$ cat src/rtl/ps2_host_tx.sv
// PS/2 host-to-device transmitter.
// Sends one command byte to the keyboard using the request-to-send sequence:
// the clock is held low, the start bit is placed, then the device clocks the frame.
// Afterwards the device ACK bit is sampled and the transaction is reported on o_done/o_err.
module ps2_host_tx #(
  parameter int INHIBIT_CYCLES = 5000,
  parameter int TIMEOUT_CYCLES = 750000
) (
  input  logic       clk,
  input  logic       i_sclr_n,
  input  logic       i_start,
  input  logic [7:0] i_byte,
  input  logic       i_ps2_clk,
  input  logic       i_ps2_dat,
  output logic       o_ps2_clk_low,
  output logic       o_ps2_dat_low,
  output logic       o_busy,
  output logic       o_done,
  output logic       o_err
);

  localparam int INH_W = $clog2(INHIBIT_CYCLES + 1);
  localparam int TO_W  = $clog2(TIMEOUT_CYCLES + 1);
  localparam logic [INH_W-1:0] INH_LAST      = INH_W'(INHIBIT_CYCLES - 1);
  localparam logic [INH_W-1:0] INH_START_BIT = INH_W'(INHIBIT_CYCLES - 2);
  localparam logic [TO_W-1:0]  TO_LAST       = TO_W'(TIMEOUT_CYCLES - 1);

  typedef enum logic [2:0] {
    S_IDLE      = 3'd0,
    S_INHIBIT   = 3'd1,
    S_START     = 3'd2,
    S_DATA      = 3'd3,
    S_PARITY    = 3'd4,
    S_STOP      = 3'd5,
    S_ACK       = 3'd6,
    S_WAIT_IDLE = 3'd7
  } state_t;

  state_t             r_state;
  logic [7:0]         r_byte;
  logic               r_parity;
  logic [3:0]         r_bit_cnt;
  logic [INH_W-1:0]   r_inh_cnt;
  logic [TO_W-1:0]    r_to_cnt;
  logic               r_nack;
  logic               r_clk_low;
  logic               r_dat_low;
  logic               r_busy;
  logic               r_done;
  logic               r_err;

  logic               r_clk_s1;
  logic               r_clk_s2;
  logic               r_clk_prev;
  logic               r_dat_s1;
  logic               r_dat_s2;

  logic               w_fall;
  logic               w_active;
  logic               w_complete;
  logic               w_timeout;

  // Two-flop synchronizers for the raw PS/2 lines plus one delay stage for edge detection.
  always_ff @(posedge clk) begin
    if (!i_sclr_n) begin
      r_clk_s1   <= 1'b1;
      r_clk_s2   <= 1'b1;
      r_clk_prev <= 1'b1;
      r_dat_s1   <= 1'b1;
      r_dat_s2   <= 1'b1;
    end else begin
      r_clk_s1   <= i_ps2_clk;
      r_clk_s2   <= r_clk_s1;
      r_clk_prev <= r_clk_s2;
      r_dat_s1   <= i_ps2_dat;
      r_dat_s2   <= r_dat_s1;
    end
  end

  // One pulse per synchronized falling edge of the PS/2 clock.
  assign w_fall     = r_clk_prev & ~r_clk_s2;
  // Device-clocked part of the transaction, where the timeout runs.
  assign w_active   = (r_state != S_IDLE) && (r_state != S_INHIBIT);
  // Bus back to idle after the ACK bit: normal completion.
  assign w_complete = (r_state == S_WAIT_IDLE) && r_clk_s2 && r_dat_s2;
  // Timeout only fires when normal completion is not happening in the same cycle.
  assign w_timeout  = w_active && (r_to_cnt == TO_LAST) && !w_complete;

  // Transaction FSM: inhibit, start bit, data/parity/stop bits, ACK check, bus idle wait.
  always_ff @(posedge clk) begin
    if (!i_sclr_n) begin
      r_state   <= S_IDLE;
      r_byte    <= 8'h00;
      r_parity  <= 1'b0;
      r_bit_cnt <= 4'd0;
      r_inh_cnt <= '0;
      r_to_cnt  <= '0;
      r_nack    <= 1'b0;
      r_clk_low <= 1'b0;
      r_dat_low <= 1'b0;
      r_busy    <= 1'b0;
      r_done    <= 1'b0;
      r_err     <= 1'b0;
    end else begin
      r_done <= 1'b0;
      r_err  <= 1'b0;
      if (w_active) begin
        r_to_cnt <= r_to_cnt + 1'b1;
      end
      case (r_state)
        S_IDLE: begin
          // A request coinciding with o_done belongs to the finished transaction's cycle.
          if (i_start && !r_done) begin
            r_byte    <= i_byte;
            r_parity  <= ~^i_byte;
            r_inh_cnt <= '0;
            r_bit_cnt <= 4'd0;
            r_nack    <= 1'b0;
            r_clk_low <= 1'b1;
            r_busy    <= 1'b1;
            r_state   <= S_INHIBIT;
          end
        end
        S_INHIBIT: begin
          r_inh_cnt <= r_inh_cnt + 1'b1;
          if (r_inh_cnt == INH_START_BIT) begin
            r_dat_low <= 1'b1;
          end
          if (r_inh_cnt == INH_LAST) begin
            r_clk_low <= 1'b0;
            r_dat_low <= 1'b1;
            r_to_cnt  <= '0;
            r_state   <= S_START;
          end
        end
        S_START: begin
          if (w_fall) begin
            r_dat_low <= ~r_byte[0];
            r_bit_cnt <= 4'd1;
            r_state   <= S_DATA;
          end
        end
        S_DATA: begin
          if (w_fall) begin
            r_dat_low <= ~r_byte[r_bit_cnt[2:0]];
            r_bit_cnt <= r_bit_cnt + 4'd1;
            if (r_bit_cnt == 4'd7) begin
              r_state <= S_PARITY;
            end
          end
        end
        S_PARITY: begin
          if (w_fall) begin
            r_dat_low <= ~r_parity;
            r_bit_cnt <= 4'd9;
            r_state   <= S_STOP;
          end
        end
        S_STOP: begin
          if (w_fall) begin
            r_dat_low <= 1'b0;
            r_bit_cnt <= 4'd10;
            r_state   <= S_ACK;
          end
        end
        S_ACK: begin
          if (w_fall) begin
            r_nack  <= r_dat_s2;
            r_state <= S_WAIT_IDLE;
          end
        end
        S_WAIT_IDLE: begin
          if (w_complete) begin
            r_done  <= 1'b1;
            r_err   <= r_nack;
            r_busy  <= 1'b0;
            r_state <= S_IDLE;
          end
        end
        default: begin
          r_clk_low <= 1'b0;
          r_dat_low <= 1'b0;
          r_busy    <= 1'b0;
          r_state   <= S_IDLE;
        end
      endcase
      if (w_timeout) begin
        r_clk_low <= 1'b0;
        r_dat_low <= 1'b0;
        r_done    <= 1'b1;
        r_err     <= 1'b1;
        r_busy    <= 1'b0;
        r_state   <= S_IDLE;
      end
    end
  end

  assign o_ps2_clk_low = r_clk_low;
  assign o_ps2_dat_low = r_dat_low;
  assign o_busy        = r_busy;
  assign o_done        = r_done;
  assign o_err         = r_err;

endmodule

$ cat config.mk
export PLATFORM = sky130hd
export DESIGN_NAME = ps2_host_tx
export DESIGN_NICKNAME = d
export VERILOG_FILES = /design/src/rtl/ps2_host_tx.sv
export SDC_FILE = /design/constraint.sdc
export NUM_CORES = 1
export LEC_CHECK = 0
export CAP_MARGIN = 20
export CORE_ASPECT_RATIO = 0.5
export CORE_UTILIZATION = 43
export CTS_CLUSTER_SIZE = 12
export DETAILED_ROUTE_END_ITERATION = 7
export SLEW_MARGIN = 20
export SYNTH_ARGS = -nofsm -noshare
export SYNTH_HDL_FRONTEND = slang
export SYNTH_SLANG_ARGS = --single-unit
$ cat constraint.sdc
create_clock -name clk -period 1.89 [get_ports clk]
set_input_delay 0.378 -clock clk [delete_from_list [all_inputs] [get_ports clk]]
set_output_delay 0.378 -clock clk [all_outputs]
set_load 0.02 [all_outputs]
==> metrics.md <==
| Metric | Value |
|---|---|
| DRC | 0 |
| Clock tree from TritonCTS | done |
| Cells after Synth | 337 |
| Slew at the pin with the worst max-slew slack | 0.355 ns |
| CTS clk-pin slew, worst paths | 0.05 ns |
| Yosys reg bits | 60 |
| Synth Area in XOR/XNOR | under 10% |
| Gate power share | 25.1% |
| Final Skew | 0.00392 ns |
| Rel. slew slack | 76.3% |
| Largest family of logic cells by synthesized area | simple AND/OR/NAND/NOR gates |
| Critical Path Sink Type | register |
| Ys async rst share | 0% |
| Peak supply drop | 0.000517 V |
| Critical-path maximum fanout | 6 |
| Critical path's top delay family | simple AND/OR/NAND/NOR gates |
| Vias in the first global route | ~2.3k |
| Standby leakage power | about 0.0013 µW |
| Max frequency | 0.556 GHz |
| GRT Util Overall | between 10% and 20% |
| I/O pin count | 18 |
| Req. time, crit path | 2.10 ns |
| Critical path, cell by cell | nor4bb_2 > nand4b_1 > o21ai_0 > and3_1 > mux2_2 |
| Syn Nets | 354 |
| Drt total wl | 6350 µm |
| Compound-gate portion of the synthesized area | a little over an eighth |
| Die area | 0.00716 mm² |
| Biggest cell delay along the critical path | 0.43 ns |
| PortBufs | 17 |
| Final worst slack | 0.0904 ns |
| Worst path arrival time | ~2.0 ns |
| Status | finished, final reports clean |
| Drt via density | 5.31 |
| Initial antenna violation count | 0 |
| Setup CP Type | register to register |
| PD cells | approximately 1100 mW/mm² |
| CP max-delay cell | dfxtp_1 |
| CTS H-tree lvls | 3 |
| Clk Latency, worst-skew pair | 0.33 ns |
| Element type at the critical path start | register |
| Final Total Pwr | 4150 µW |
| Cell Area, Synth | 0.00293 mm² |
| Core box area | 0.00631 mm² |
| Total congestion overflow | 0 |
| Switching Power | approximately 1200 µW |
| Share of layout cells above drive strength 1 | 16.4% |
| Die Wd | 119 µm |
| Worst path bufs/invs | 0 |
| Most frequent cells in the layout | dfxtp_1, nand2_1, nor2_1, buf_4 |
| Post-synthesis sequential area ratio | 41.0% |
| Syn_area_per_cell | 8.69 µm² |
| Layout area overhead | 27.2% |
| Seq pwr share | 35.3% |
| Standard-cell rows | 20 |
| Area share of and/or/nand/nor cells after synthesis | 31.1% |
| Pint | ~3000 µW |
| CTS Buf Count | 9 |
| Post-route ant nets | 0 |
| DRT Pass-1 Iters | 5 |
| Routed WL per cell | 13.4 µm |
| Final net count | 398 |
| Ys flop type | dfxtp_1 |
| Worst setup slack after placement | -0.287 ns |
| Setup-failing EPs final | 0 |
| Storage cell area | 0.00120 mm² |
| Area occupied by multi-input gates | 0.00166 mm² |
| First-pass GRT wire length | 10,800 µm |
| Period utilization | 95.2% |
| DPL Wire Length | 4390 µm |
| Most common cell after layout, fill and taps aside | dfxtp_1 |
| HP Class | register to register |
| CTS Sinks | 60 |
| Die height | 60.3 µm |
| Multiplexer share of the synthesized area | about 3.3% |
| Clock Path Buffers | 2 |
| Clk pwr share | 39.6% |
| Hold Violations, Final | 0 |
| RePlAce Congestion | 0.755 |
| Max Cap Viol | 0 |
| Post-synth EDFFs | 0 |
| Syn. warnings | 0 |
| Largest net degree at the start of global routing | 26 |
| CTS Root Cell | clkbuf_16 |
| Vias | 2,512 |
| Final Max Slew Viols | 0 |
| Antenna cells | 0 |
| Count of different cell masters after synthesis | 50 |
| Fillers | 571 |
| Area after DPL | between 0.003 and 0.004 mm² |
| Adder-Cell Fraction of Synth Area | 1.71% |
| Post-route cell area | 0.00372 mm² |
| CTS Hold Bufs | 0 |
| Switch share | 28.0% |
| Minimum clock period | 1.80 ns |
| Starting DRT DRC Count | 139 |
| Initial Utilization | 46.4% |
-- Yosys cell counts, types with 2 or more instances --
library cell	count	share of area [%]
nor4b_1	2	0.60
xnor2_1	19	5.7
xor2_1	3	0.90
nand4b_1	2	0.60
mux2_2	2	0.77
ha_1	4	1.7
a21boi_1	5	1.3
a22oi_1	2	0.51
nand3_1	13	2.2
nand2b_1	7	1.5
dfxtp_1	60	41
buf_2	7	1.2
o21ai_0	18	3.1
nor2_1	32	4.1
inv_1	8	1.0
mux4_2	2	1.5
nor4_4	2	1.5
clkbuf_1	6	0.77
a21oi_1	11	1.9
nor3b_1	3	0.77
o21a_1	4	1.0
nor2b_1	7	1.5
nor4bb_1	2	0.68
and2_1	8	1.7
nand2_1	34	4.4
and3_1	7	1.5
nor3_1	13	2.2
mux2i_1	3	1.0
a31oi_1	2	0.43
or3_1	11	2.4
o22ai_1	2	0.43
a21boi_0	12	3.1
nand4_1	7	1.5
-- worst register-to-register path, delay by kind of cell, from the launching register on --
| kind | cells | cell delay [ns] |
|---|---|---|
| compound gates | 1 | 0.23 |
| mux | 1 | 0.33 |
| flops | 1 | 0.43 |
| simple gates | 3 | 0.70 |
-- cells by family (layout without fill, tap and decap cells) --
| logic type | count (synthesis) | count (layout) |
|---|---|---|
| AOI/OAI and AO/OA | 61 | 61 |
| xor gates and xnor gates | 22 | 22 |
| adders and majority gates | 4 | 4 |
| buffers and inverters | 22 | 70 |
| DFF | 60 | 60 |
| muxes | 7 | 7 |
| and+or+nand+nor | 161 | 161 |
-- area by class of cell --
class / count / area share (%)
clock buffers: 14 / 7.36
clock inverters: 1 / 0.806
inverters: 8 / 0.806
multi-input cells: 255 / 44.7
flip-flops and latches: 60 / 32.4
well taps: 88 / 2.96
repair buffers: 47 / 11.1
-- sequential cells by signal (all words and copies together) (netlist names) --
name / flops
o_done: 1
r_clk_prev: 1
r_parity: 1
r_clk_s1: 1
r_dat_s2: 1
o_ps2_dat_low: 1
r_byte: 8
r_dat_s1: 1
r_state: 3
r_bit_cnt: 4
o_err: 1
r_to_cnt: 20
r_clk_s2: 1
r_inh_cnt: 13
o_busy: 1
o_ps2_clk_low: 1
r_nack: 1
-- worst paths after layout --
| kind | startpoint | to | slack, ns | cells past startpoint |
|---|---|---|---|---|
| setup reg to reg | r_inh_cnt[2] | r_state[1] | 0.09 | 5 |
| hold reg to reg | r_clk_s1 | r_clk_s2 | 0.41 | 1 |
| hold / removal | r_clk_s1 | r_clk_s2 | 0.41 | 1 |
| setup / recovery | r_inh_cnt[2] | r_state[1] | 0.09 | 5 |
-- power groups by stage --
| stage | clock, µW | sequential [µW] | combinational [µW] |
|---|---|---|---|
| after floorplan | 0 | 1480 | 648 |
| after global placement | 0 | 1470 | 1010 |
| after detailed placement | 0 | 1470 | 1030 |
| after CTS | 1690 | 1450 | 1030 |
| after global routing | 1740 | 1480 | 1160 |
| final | 1640 | 1460 | 1040 |
-- metrics by stage --
step	setup TNS (ns)	util (%)	instances	hold WS, ns
finish	0	59.0	473	0.405
global route	-0.0212	59.0	473	0.419
CTS	0	58.1	470	0.409
detailed placement	-0.586	53.3	455	0.397
global placement	-0.336	53.3	455	0.393
floorplan	0	-	337	0.386
-- metal layers --
layer | GRT usage [%] | vias to the layer above | part of all wire (%)
met5 | 0 | - | 0
met4 | 6.87 | 0 | 0.91
met3 | 7.42 | 8 | 4.5
met2 | 33.0 | 43 | 46
met1 | 23.5 | 1193 | 48
li1 | - | 1268 | -
-- repair_timing --
item,CTS,global route
setup buffers,0,3
endpoints found under the setup margin,0,2
gates resized for setup,0,9
endpoints found under the hold margin,0,0
No activity file was read; power rests on OpenSTA's default activity.
